===== src/rtl/instruction_sequencer.sv =====
// instruction_sequencer
//
// Upstream command framer for the crypto coprocessor controller. A host
// hands over one whole-register read or write per valid/ready handshake;
// the sequencer turns it into a header word followed by payload words on
// the 32-bit instruct stream. For reads, it collects the controller's
// ctrl_out words into a single 256-bit response.
//
// Ports:
//   clock      in   1    system clock, rising edge
//   reset_n    in   1    asynchronous active-low reset
//   cmd_valid  in   1    host command valid
//   cmd_ready  out  1    sequencer can accept a command (high only in IDLE)
//   cmd_write  in   1    1 = write, 0 = read
//   cmd_reg    in   4    target register index
//   cmd_data   in   256  write payload, word k at [32k+31:32k]
//   instruct   out  32   word stream to the controller
//   ctrl_out   in   32   read word stream from the controller
//   rsp_valid  out  1    one-cycle pulse marking read data complete
//   rsp_reg    out  4    register index of the response
//   rsp_data   out  256  assembled read data
//   busy       out  1    high in every state except IDLE
//
// HDR_HOLD must be at least 1; RD_LAT and GAP may be 0 to skip their phase.

module instruction_sequencer #(
    parameter int HDR_HOLD = 2,
    parameter int RD_LAT   = 2,
    parameter int GAP      = 2
) (
    input  logic         clock,
    input  logic         reset_n,
    input  logic         cmd_valid,
    output logic         cmd_ready,
    input  logic         cmd_write,
    input  logic [3:0]   cmd_reg,
    input  logic [255:0] cmd_data,
    output logic [31:0]  instruct,
    input  logic [31:0]  ctrl_out,
    output logic         rsp_valid,
    output logic [3:0]   rsp_reg,
    output logic [255:0] rsp_data,
    output logic         busy
);

    typedef enum logic [2:0] {
        S_IDLE,
        S_HDR,
        S_WDATA,
        S_RWAIT,
        S_RCAP,
        S_GAP
    } state_t;

    // Terminal counts for the fixed-length phases. A phase of length 0 is
    // never entered, so its terminal count is simply unused.
    localparam logic [7:0] HDR_LAST = 8'(HDR_HOLD - 1);
    localparam logic [7:0] RD_LAST  = 8'(RD_LAT - 1);
    localparam logic [7:0] GAP_LAST = 8'(GAP - 1);

    // Where to go once the last payload word has been sent or captured.
    localparam state_t AFTER_XFER = (GAP == 0) ? S_IDLE : S_GAP;

    state_t         state;
    state_t         next_state;
    logic [7:0]     cnt;
    logic           accept;
    logic           wr_flag;
    logic [3:0]     reg_idx;
    logic [255:0]   wr_data;
    logic [2:0]     n_last;

    // Register index -> number of 32-bit words minus one.
    function automatic logic [2:0] words_minus_one(input logic [3:0] idx);
        case (idx)
            4'd0, 4'd1, 4'd2, 4'd8, 4'd9: words_minus_one = 3'd3;
            4'd4, 4'd5, 4'd6:             words_minus_one = 3'd7;
            4'd12, 4'd13, 4'd14:          words_minus_one = 3'd4;
            default:                      words_minus_one = 3'd0;
        endcase
    endfunction

    // Next-state and output decode. cnt counts cycles spent in the current
    // state; each phase ends when cnt reaches its terminal count.
    always_comb begin
        next_state = state;
        accept     = 1'b0;
        cmd_ready  = 1'b0;
        busy       = 1'b1;
        instruct   = '0;
        case (state)
            S_IDLE: begin
                cmd_ready = 1'b1;
                busy      = 1'b0;
                if (cmd_valid) begin
                    accept     = 1'b1;
                    next_state = S_HDR;
                end
            end
            S_HDR: begin
                instruct = {wr_flag, 27'b0, reg_idx};
                if (cnt == HDR_LAST) begin
                    if (wr_flag)
                        next_state = S_WDATA;
                    else if (RD_LAT == 0)
                        next_state = S_RCAP;
                    else
                        next_state = S_RWAIT;
                end
            end
            S_WDATA: begin
                instruct = wr_data[{cnt[2:0], 5'b00000} +: 32];
                if (cnt == {5'b00000, n_last})
                    next_state = AFTER_XFER;
            end
            S_RWAIT: begin
                if (cnt == RD_LAST)
                    next_state = S_RCAP;
            end
            S_RCAP: begin
                if (cnt == {5'b00000, n_last})
                    next_state = AFTER_XFER;
            end
            S_GAP: begin
                if (cnt == GAP_LAST)
                    next_state = S_IDLE;
            end
            default: next_state = S_IDLE;
        endcase
    end

    // State, phase counter, latched command and response registers.
    // The response is cleared only when a read is accepted, so a write in
    // between leaves the previous read result visible to the host.
    always_ff @(posedge clock or negedge reset_n) begin
        if (!reset_n) begin
            state     <= S_IDLE;
            cnt       <= '0;
            wr_flag   <= 1'b0;
            reg_idx   <= '0;
            wr_data   <= '0;
            n_last    <= '0;
            rsp_valid <= 1'b0;
            rsp_reg   <= '0;
            rsp_data  <= '0;
        end else begin
            state     <= next_state;
            cnt       <= (next_state != state) ? 8'd0 : cnt + 8'd1;
            rsp_valid <= (state == S_RCAP) && (cnt == {5'b00000, n_last});
            if (accept) begin
                wr_flag <= cmd_write;
                reg_idx <= cmd_reg;
                wr_data <= cmd_data;
                n_last  <= words_minus_one(cmd_reg);
                if (!cmd_write) begin
                    rsp_reg  <= cmd_reg;
                    rsp_data <= '0;
                end
            end
            if (state == S_RCAP)
                rsp_data[{cnt[2:0], 5'b00000} +: 32] <= ctrl_out;
        end
    end

endmodule


===== config.mk =====
export PLATFORM = sky130hd
export DESIGN_NAME = instruction_sequencer
export DESIGN_NICKNAME = d
export VERILOG_FILES = /design/src/rtl/instruction_sequencer.sv
export SDC_FILE = /design/constraint.sdc
export NUM_CORES = 1
export LEC_CHECK = 0
export BUFFER_PORTS_ARGS = -buffer_cell sky130_fd_sc_hd__buf_2
export CAP_MARGIN = 15
export CORE_AREA = 2 2 231 233
export CTS_CLUSTER_SIZE = 16
export DETAILED_ROUTE_END_ITERATION = 10
export DIE_AREA = 0 0 233 235
export PLACE_DENSITY = 0.64
export RECOVER_POWER = 25
export SLEW_MARGIN = 20
export SYNTH_ARGS = -nofsm -noshare
export SYNTH_HDL_FRONTEND = slang
export SYNTH_SLANG_ARGS = --single-unit
export TNS_END_PERCENT = 30

===== constraint.sdc =====
create_clock -name clock -period 8.99 [get_ports clock]
set_input_delay 1.798 -clock clock [delete_from_list [all_inputs] [get_ports clock]]
set_output_delay 1.798 -clock clock [all_outputs]
set_load 0.1 [all_outputs]

Word-level counts from Yosys, hierarchy flattened. Memory sizes are Yosys's and may differ from the RTL's. A register that Yosys moved wholly into a read port is not among the register bits. Cells that the tools add are included.

Register bits after elaboration: 533. ROM bits: 48. Output and inout port bits: 295. Memories: 1.

Memories: (no name shown) (depth 16, width 3, rd ports 1, clocked after Yosys merged registers in 1, wr ports 0, RTL line 75) `case (idx)`.

Add/subtract/negate cells: 2. Equality and inequality tests: 8. Shift operators: 3. Muxes and demuxes: 17. Bitwise operators: 1. Reduce and logical (&&, ||, !) cells: 5.

Operator list (number): two-way mux 256 bit (3); bitwise mux 256 bit (1); variable shift 32 x 10 -> 256 bit (first input constant) (1); indexed part select 256 x 9 -> 32 bit (1); indexed part select 32 x 10 -> 256 bit (1); case mux 32 bit (2 select lines) (1); two-way mux 3 bit (5); case mux 3 bit (5 select lines) (1); negation 8 -> 10 bit (1); adder 8 x 1 -> 8 bit (second input constant) (1); equality test 8 x 1 -> 1 bit (second input constant) (1); equality test 8 x 3 -> 1 bit (1); two-way mux 8 bit (1); equality test 3 x 2 -> 1 bit (second input constant) (2); equality test 3 bit (second input constant) (2); two-way mux 1 bit (5); equality test 3 x 1 -> 1 bit (second input constant) (1); logical NOT 3 bit (1); inequality test 3 bit (1); AND reduction 2 bit (1); OR reduction 2 bit (1); logical AND 1 bit (1); logical NOT 1 bit (1); NOT 1 bit (1).

Logic depth before layout (Yosys ltp). Gate-level depths: netlist (run 1).

Word-level depth: 5. Mapped depth: 12. Mapped depth without buffers: 7.

Least setup slack after synthesis (run 1). OpenSTA, ideal clock, no wires.

Path type: reg2out. Start: register cnt[0]. End: output instruct[2]. Arrival time: 3.374 ns. Data required time: 7.192 ns. Path slack: 3.818 ns. Stages on the path, launching flop included: 6. Cell sequence: dfrtp_1 -> buf_2 -> buf_2 -> mux4_2 -> mux2i_1 -> o21ai_0.

Cells in the longest elaborated chain, start to end: 2.

RTL lines: start, declared (RTL line 66) `logic [7:0] cnt;`; start signal, assigned (RTL line 148) `cnt <= (next_state != state) ? 8'd0 : cnt + 8'd1;`; indexed part select 256 x 9 -> 32 bit (RTL line 112) `instruct = wr_data[{cnt[2:0], 5'b00000} +: 32];`; case mux 32 bit (2 select lines) (RTL line 91) `case (state)`; end, declared (RTL line 38) `output logic [31:0] instruct,`.

No other way between the ends.

Worst setup path in the final report (run 1).
Start: register cnt[0]. End: output instruct[1].

Same word-level chain as after synthesis.

==> flow_summary.json, run 1 <==
{
  "status": "complete, but fails checks",
  "failed_checks": "max-capacitance violations, max-slew violations",
  "synth.ff_latch_count": 535,
  "hpwl_mm": 53.8,
  "yosysWarnings": 0,
  "finalSetupTns_ns": 0,
  "clk_path_buf_depth": 3,
  "clock-skew-final_ns": 0.0212,
  "cp_max_fo": 41,
  "syn-num-nets": 2713,
  "final_common_cell": "nand2_1",
  "first_pass_iters": 6,
  "grt_use_total_pct": 27.8,
  "drc": 0,
  "synth_top_area_share_pct": 58.5,
  "grt_pass1_wl_mm": 116,
  "synthCells": 2410,
  "synth_top_area_cell": "dfrtp_1",
  "hold_violations": 0,
  "root_buffer": "clkbuf_16",
  "end_kind": "output pin",
  "gr-usage-met2_pct": 45.5,
  "async_reset_ff_share_pct": 100,
  "io_buffers": 590,
  "worstSkewPairLatency_ns": 0.62,
  "cts_tree": "yes",
  "fmaxAchievable_mhz": 153,
  "final_nets": 3207,
  "cts.sinks": 535,
  "cts_buffers": 57,
  "hp-class": "reg2reg",
  "post-place-ws_ns": 4.13,
  "vdd_drop_max_v": 0.000191,
  "powerDensity_nw_per_um2": 337,
  "critPathKind": "reg2out",
  "via_per_inst": 5.32,
  "cap_violations": 4,
  "drv_slew": 207,
  "fp.coreArea_um2": 52200,
  "die_h_um": 235,
  "period_share_pct": 72.5,
  "drtIter0Drc": 1349,
  "crit_required_ns": 7.19,
  "synth-seq-area-share_pct": 58.5,
  "fp.dieArea_um2": 54800,
  "synth.area.top_cells": "dfrtp_1 (58%), nand2_1 (16%), mux4_2 (6.3%)",
  "syn_to_final_growth_pct": 23.5,
  "synth_area_um2": 22900,
  "met1_usage_pct": 33.0,
  "fill_cells": 4759,
  "ctsResizeCount": 0,
  "synth_ff_type": "dfrtp_1",
  "grt_busiest_layer": "met2",
  "drive_gt1_share_pct": 27.1,
  "clk_pin_slew_ns": 0.06,
  "h-tree-depth": 2,
  "rows": 84,
  "post-route-min-period_ns": 6.52,
  "largestRegisters": "rsp_data (256), wr_data (256), cnt (8)",
  "grt_max_degree": 237,
  "ios": 591,
  "rsz0062_at_grt": "no",
  "synth-edff-count": 0,
  "start_kind": "flip-flop",
  "grt_pass1_vias": 19153,
  "cts_setup_buffers": 0,
  "worst_pin_slew_ns": 3.45,
  "setup_ws_ns": 2.47,
  "gp_congestion": 0.913,
  "p_leak_nw": 14.9,
  "syn_avg_cell_area_um2": 9.50,
  "slew_headroom_pct": -130,
  "fin_util_pct": 54.1,
  "ant_nets": 0,
  "antenna_found_initial": 36,
  "initial_core_util_pct": 43.8,
  "drt-wirelength-per-cell_um": 21.0,
  "ys_types": 48,
  "setup_viol": 0,
  "arrival_ns": 4.72,
  "use_met3_pct": 7.78,
  "routed_wl_mm": 76.8,
  "holdWs_ns": 0.470,
  "final_cell_mix": "nand2_1 (978), buf_2 (589), dfrtp_1 (534)",
  "grt.overflow.total": 0,
  "ctsHoldBuffers": 0,
  "vias": 19444,
  "dieWidth_um": 233
}
metrics by stage:
stage | cell area (um2) | instances | power [mW]
final | 28300 | 3656 | 9.54
after global routing | 28300 | 3648 | 10.1
after CTS | 28200 | 3639 | 9.63
after detailed placement | 26200 | 3532 | 7.08
after global placement | 26200 | 3532 | 7.00
after floorplan | 22900 | 2410 | 6.09
logic make-up after synthesis:
| logic type | count (synthesis) | share of synthesized area, % |
|---|---|---|
| buffers and inverters | 215 | 4.07 |
| multiplexers | 73 | 6.71 |
| AO/OA/AOI/OAI | 310 | 7.37 |
| adder cells (fa/ha/maj) | 7 | 0.383 |
| AND/OR/NAND/NOR | 1263 | 22.7 |
| flip-flops | 535 | 58.5 |
| XOR/XNOR | 7 | 0.268 |
layout make-up:
class	count	area, um2	share of cell area, %
sequential	535	13400	47.4
multi-input combinational	1660	8620	30.5
timing repair buffer	614	3190	11.3
clock buffer	77	1610	5.70
tap	688	861	3.04
clock inverter	30	423	1.50
inverter	36	135	0.478
antenna	16	40.0	0.142
synthesized netlist by cell type (2+ instances only):
| master | instances |
|---|---|
| a21boi_0 | 2 |
| a21oi_1 | 36 |
| a22o_1 | 24 |
| a32oi_1 | 2 |
| and2_1 | 3 |
| and3_1 | 2 |
| buf_1 | 9 |
| buf_2 | 66 |
| buf_6 | 5 |
| clkbuf_1 | 98 |
| dfrtp_1 | 535 |
| ha_1 | 7 |
| inv_1 | 35 |
| mux2_2 | 4 |
| mux2i_1 | 5 |
| mux4_2 | 64 |
| nand2_1 | 979 |
| nand3_1 | 243 |
| nand3_2 | 4 |
| nor2_1 | 10 |
| nor2b_1 | 3 |
| nor3_1 | 4 |
| o21ai_0 | 214 |
| o21ai_1 | 27 |
| xor2_1 | 6 |
path summary, 6_finish.rpt:
check,start,end,slack [ns],cells past startpoint
setup / recovery,cnt[0],instruct[1],2.47,5
hold / removal,wr_data[73],wr_data[73],0.47,2
min in group asynchronous,reset_n,rsp_data[140],2.35,1
max in group asynchronous,reset_n,cnt[1],2.88,2
hold reg to reg,wr_data[73],wr_data[73],0.47,2
setup reg to reg,state[0],wr_data[9],3.53,5
power breakdown:
group          internal [mW]  leakage, nW  total, mW  switching (mW)
sequential              3.07         7.06       3.55           0.485
clock                   1.52        0.999       2.53            1.01
combinational           1.03         6.84       3.46            2.42
total                   5.62         14.9       9.54            3.92
worst max-delay path, cell delays in order, from the launching register on:
cell	delay (ns)
dfrtp_1	1.94
buf_4	0.88
mux4_2	0.59
mux2i_1	0.16
o21ai_0	0.15
buf_2	0.35
layer usage:
layer	routed length, um	up-vias	part of all wire [%]
met1	28600	9452	37
met3	6260	216	8.2
met4	4330	34	5.6
met2	37400	753	49
li1	-	8989	-
met5	214	-	0.28
Power figures use the tool's default switching activity.
==> inputs of run 2 (changes only) <==
- ABC_AREA: unset -> 1
- CORE_AREA: 2 2 231 233 -> 2 2 230 232
- DIE_AREA: 0 0 233 235 -> 0 0 232 234
- PLACE_DENSITY: 0.64 -> 0.68
- clock period: 8.99 -> 5.63 ns (I/O delays scaled with it)
==> run 2 against run 1 <==
The flow still finishes with violations (max-capacitance violations, max-slew violations). Total power grew 61%. Wire length grew 9.5%. Hold slack gained 0.0045 ns. Synthesized cell count grew 12%. Global-route usage grew 2.5 points. Combinational power grew 69%. Critical path type unchanged.
==> flow_summary.json, run 2 <==
{
  "routed_wl_mm": 84.1,
  "grt_pass1_vias": 20930,
  "ys_types": 36,
  "powerDensity_nw_per_um2": 546,
  "drc": 0,
  "cap_violations": 3,
  "via_per_inst": 5.51,
  "syn-num-nets": 3010,
  "synth_area_um2": 23100,
  "grt_max_degree": 155,
  "hp-start": "wr_data[84]",
  "drtIter0Drc": 1988,
  "cp_num_cells": 6,
  "fp.dieArea_um2": 54300,
  "drv_slew": 250,
  "root_buffer": "clkbuf_16",
  "largestRegisters": "rsp_data (256), wr_data (256), cnt (8)",
  "grt_pass1_wl_mm": 125,
  "post-route-min-period_ns": 4.91,
  "path_cells": "buf_4, o21ai_0, o22ai_1, o21ai_0, nor2_1, buf_2",
  "yosysWarnings": 0,
  "cp_slowest_stage_delay_ns": 0.83,
  "gp_congestion": 0.954,
  "path_delay_family": "buffers and inverters",
  "cp_max_fo": 93,
  "vdd_drop_max_v": 0.000516,
  "synth-edff-count": 0,
  "initial_core_util_pct": 44.5,
  "clk_path_buf_depth": 3,
  "first_pass_iters": 5,
  "worstSkewPairLatency_ns": 0.61,
  "crit_path_start": "cnt[0]",
  "synth.area.top_cells": "dfrtp_1 (58%), nand2_1 (14%), nand3_1 (7.1%)",
  "hpwl_mm": 58.8,
  "crit_slowest_cell": "buf_4",
  "start_kind": "flip-flop",
  "cts_tree": "yes",
  "dpl_cell_area_um2": 26300,
  "hold_violations": 0,
  "io_buffers": 590,
  "cts_buffers": 56,
  "synthCells": 2707,
  "end_kind": "output pin",
  "crit_required_ns": 4.50,
  "rsz0062_at_grt": "no",
  "reg2reg_to": "wr_data[169]",
  "cts_setup_buffers": 0,
  "yosysMostFrequentCell": "nand2_1",
  "syn_avg_cell_area_um2": 8.54,
  "critPathKind": "reg2out",
  "synth_top_area_cell": "dfrtp_1",
  "ctsResizeCount": 0,
  "cts.sinks": 535,
  "synth.ff_latch_count": 535,
  "async_reset_ff_share_pct": 100,
  "worst-path-buf-inv": 2,
  "muxShareOfSynthArea_pct": 0,
  "status": "complete, but fails checks",
  "synthSimpleGateAreaFrac_pct": 25.1,
  "p_leak_nw": 14.7,
  "vias": 21592,
  "grt_use_total_pct": 30.2,
  "final_common_cell": "nand2_1",
  "worstRegToRegCells": 8,
  "critPathCapture": "instruct[20]",
  "setup_viol": 0,
  "synth-seq-area-share_pct": 57.9,
  "arrival_ns": 3.78,
  "fin_area_um2": 28100,
  "worst_pin_slew_ns": 2.91,
  "dieWidth_um": 232,
  "failed_checks": "max-capacitance violations, max-slew violations",
  "synth_compound_area_share_pct": 11.3,
  "reg2reg_from": "state[0]",
  "crit_top_cell": "o21ai_0",
  "final_cell_mix": "nand2_1 (842), buf_2 (589), dfrtp_1 (533)",
  "period_share_pct": 87.1,
  "die_h_um": 234,
  "clk_pin_slew_ns": 0.06,
  "slew_headroom_pct": -93.9,
  "fp.coreArea_um2": 52000,
  "rows": 84,
  "fill_cells": 4950,
  "final_nets": 3484,
  "drt-wirelength-per-cell_um": 21.5,
  "synth_ff_type": "dfrtp_1",
  "synth_top_area_share_pct": 57.9,
  "ctsHoldBuffers": 0,
  "ff2ff_setup_slack_ns": 0.81,
  "ys_top_cells_by_count": "nand2_1 (841), dfrtp_1 (535), nand3_1 (329), o21ai_1 (216), o21ai_0 (210)",
  "grt.overflow.total": 0,
  "synthAdderAreaFrac_pct": 0.379,
  "h-tree-depth": 2,
  "syn_to_final_growth_pct": 21.5,
  "synth_top_family_by_area": "simple AND/OR/NAND/NOR gates",
  "fmaxAchievable_mhz": 204,
  "ios": 591,
  "finalSetupTns_ns": 0,
  "synth_xor_area_share_pct": 0.151,
  "clock-skew-final_ns": 0.0144,
  "ant_nets": 0,
  "hp-class": "reg2reg",
  "drive_gt1_share_pct": 23.2,
  "antenna_found_initial": 23
}
run 2: changes by cell type after synthesis, moves of 12 or more:
cell	change
mux4_2	-64
o21ai_1	+189
inv_1	+18
buf_2	+20
a22o_1	-24
nor2_2	+12
a21oi_1	-34
nand3_1	+86
o22ai_1	+57
nand2_1	-138
nor2_1	+183
run 2: layout make-up:
type	instances	area (um2)	share of cell area, %
Antenna cell	8	20.0	0.0713
Inverter	63	256	0.913
Tap cell	688	861	3.06
Clock inverter	23	233	0.828
Sequential cell	535	13400	47.7
Timing Repair Buffer	618	3210	11.4
Multi-Input combinational cell	1907	8540	30.4
Clock buffer	76	1580	5.62
run 2: worst min path at each step:
stage	endpoint	cells past startpoint
after floorplan	wr_data[192]	2
after global placement	rsp_reg[2]	2
after detailed placement	wr_data[52]	2
after CTS	wr_data[52]	2
after global routing	wr_data[1]	2
final	wr_data[84]	2
run 2: through the flow:
| stage | hold slack [ns] | instances | util (%) | power [mW] | setup slack [ns] |
|---|---|---|---|---|---|
| floorplan | 0.444 | 2707 | - | 9.95 | 1.74 |
| global placement | 0.452 | 3811 | 50.6 | 11.5 | 1.42 |
| detailed placement | 0.460 | 3811 | 50.6 | 11.6 | 1.40 |
| CTS | 0.476 | 3910 | 54.0 | 15.3 | 0.732 |
| global route | 0.492 | 3911 | 54.0 | 16.1 | 0.383 |
| finish | 0.475 | 3918 | 54.0 | 15.3 | 0.725 |
run 2: cell families (layout without fill, tap and decap cells):
logic type      after synthesis  after routing
compound gates              498            498
xor+xnor                      4              4
fa+ha+maj                     7              7
buf+inv                     265            780
flops                       535            535
other cells                   0              8
simple gates               1398           1398
run 2: power by group:
| part | internal, mW | total (mW) | switching (mW) |
|---|---|---|---|
| clock | 2.14 | 3.69 | 1.56 |
| combinational | 1.32 | 5.84 | 4.52 |
| sequential | 4.94 | 5.79 | 0.851 |
| total | 8.40 | 15.3 | 6.93 |
run 2: per-layer routing:
| layer | GRT usage, % | vias up | part of all wire (%) |
|---|---|---|---|
| met5 | 0 | - | 0.25 |
| met2 | 49.8 | 1022 | 47 |
| met4 | 16.9 | 30 | 6.0 |
| li1 | - | 9911 | - |
| met3 | 7.09 | 225 | 8.3 |
| met1 | 36.7 | 10404 | 38 |
run 2: worst register-to-register path: cells and delay by family, from the launching register on:
family	cells	cell delay, ns
flip-flops	1	0.44
buffers and inverters	3	2.21
AND/OR/NAND/NOR	5	2.11
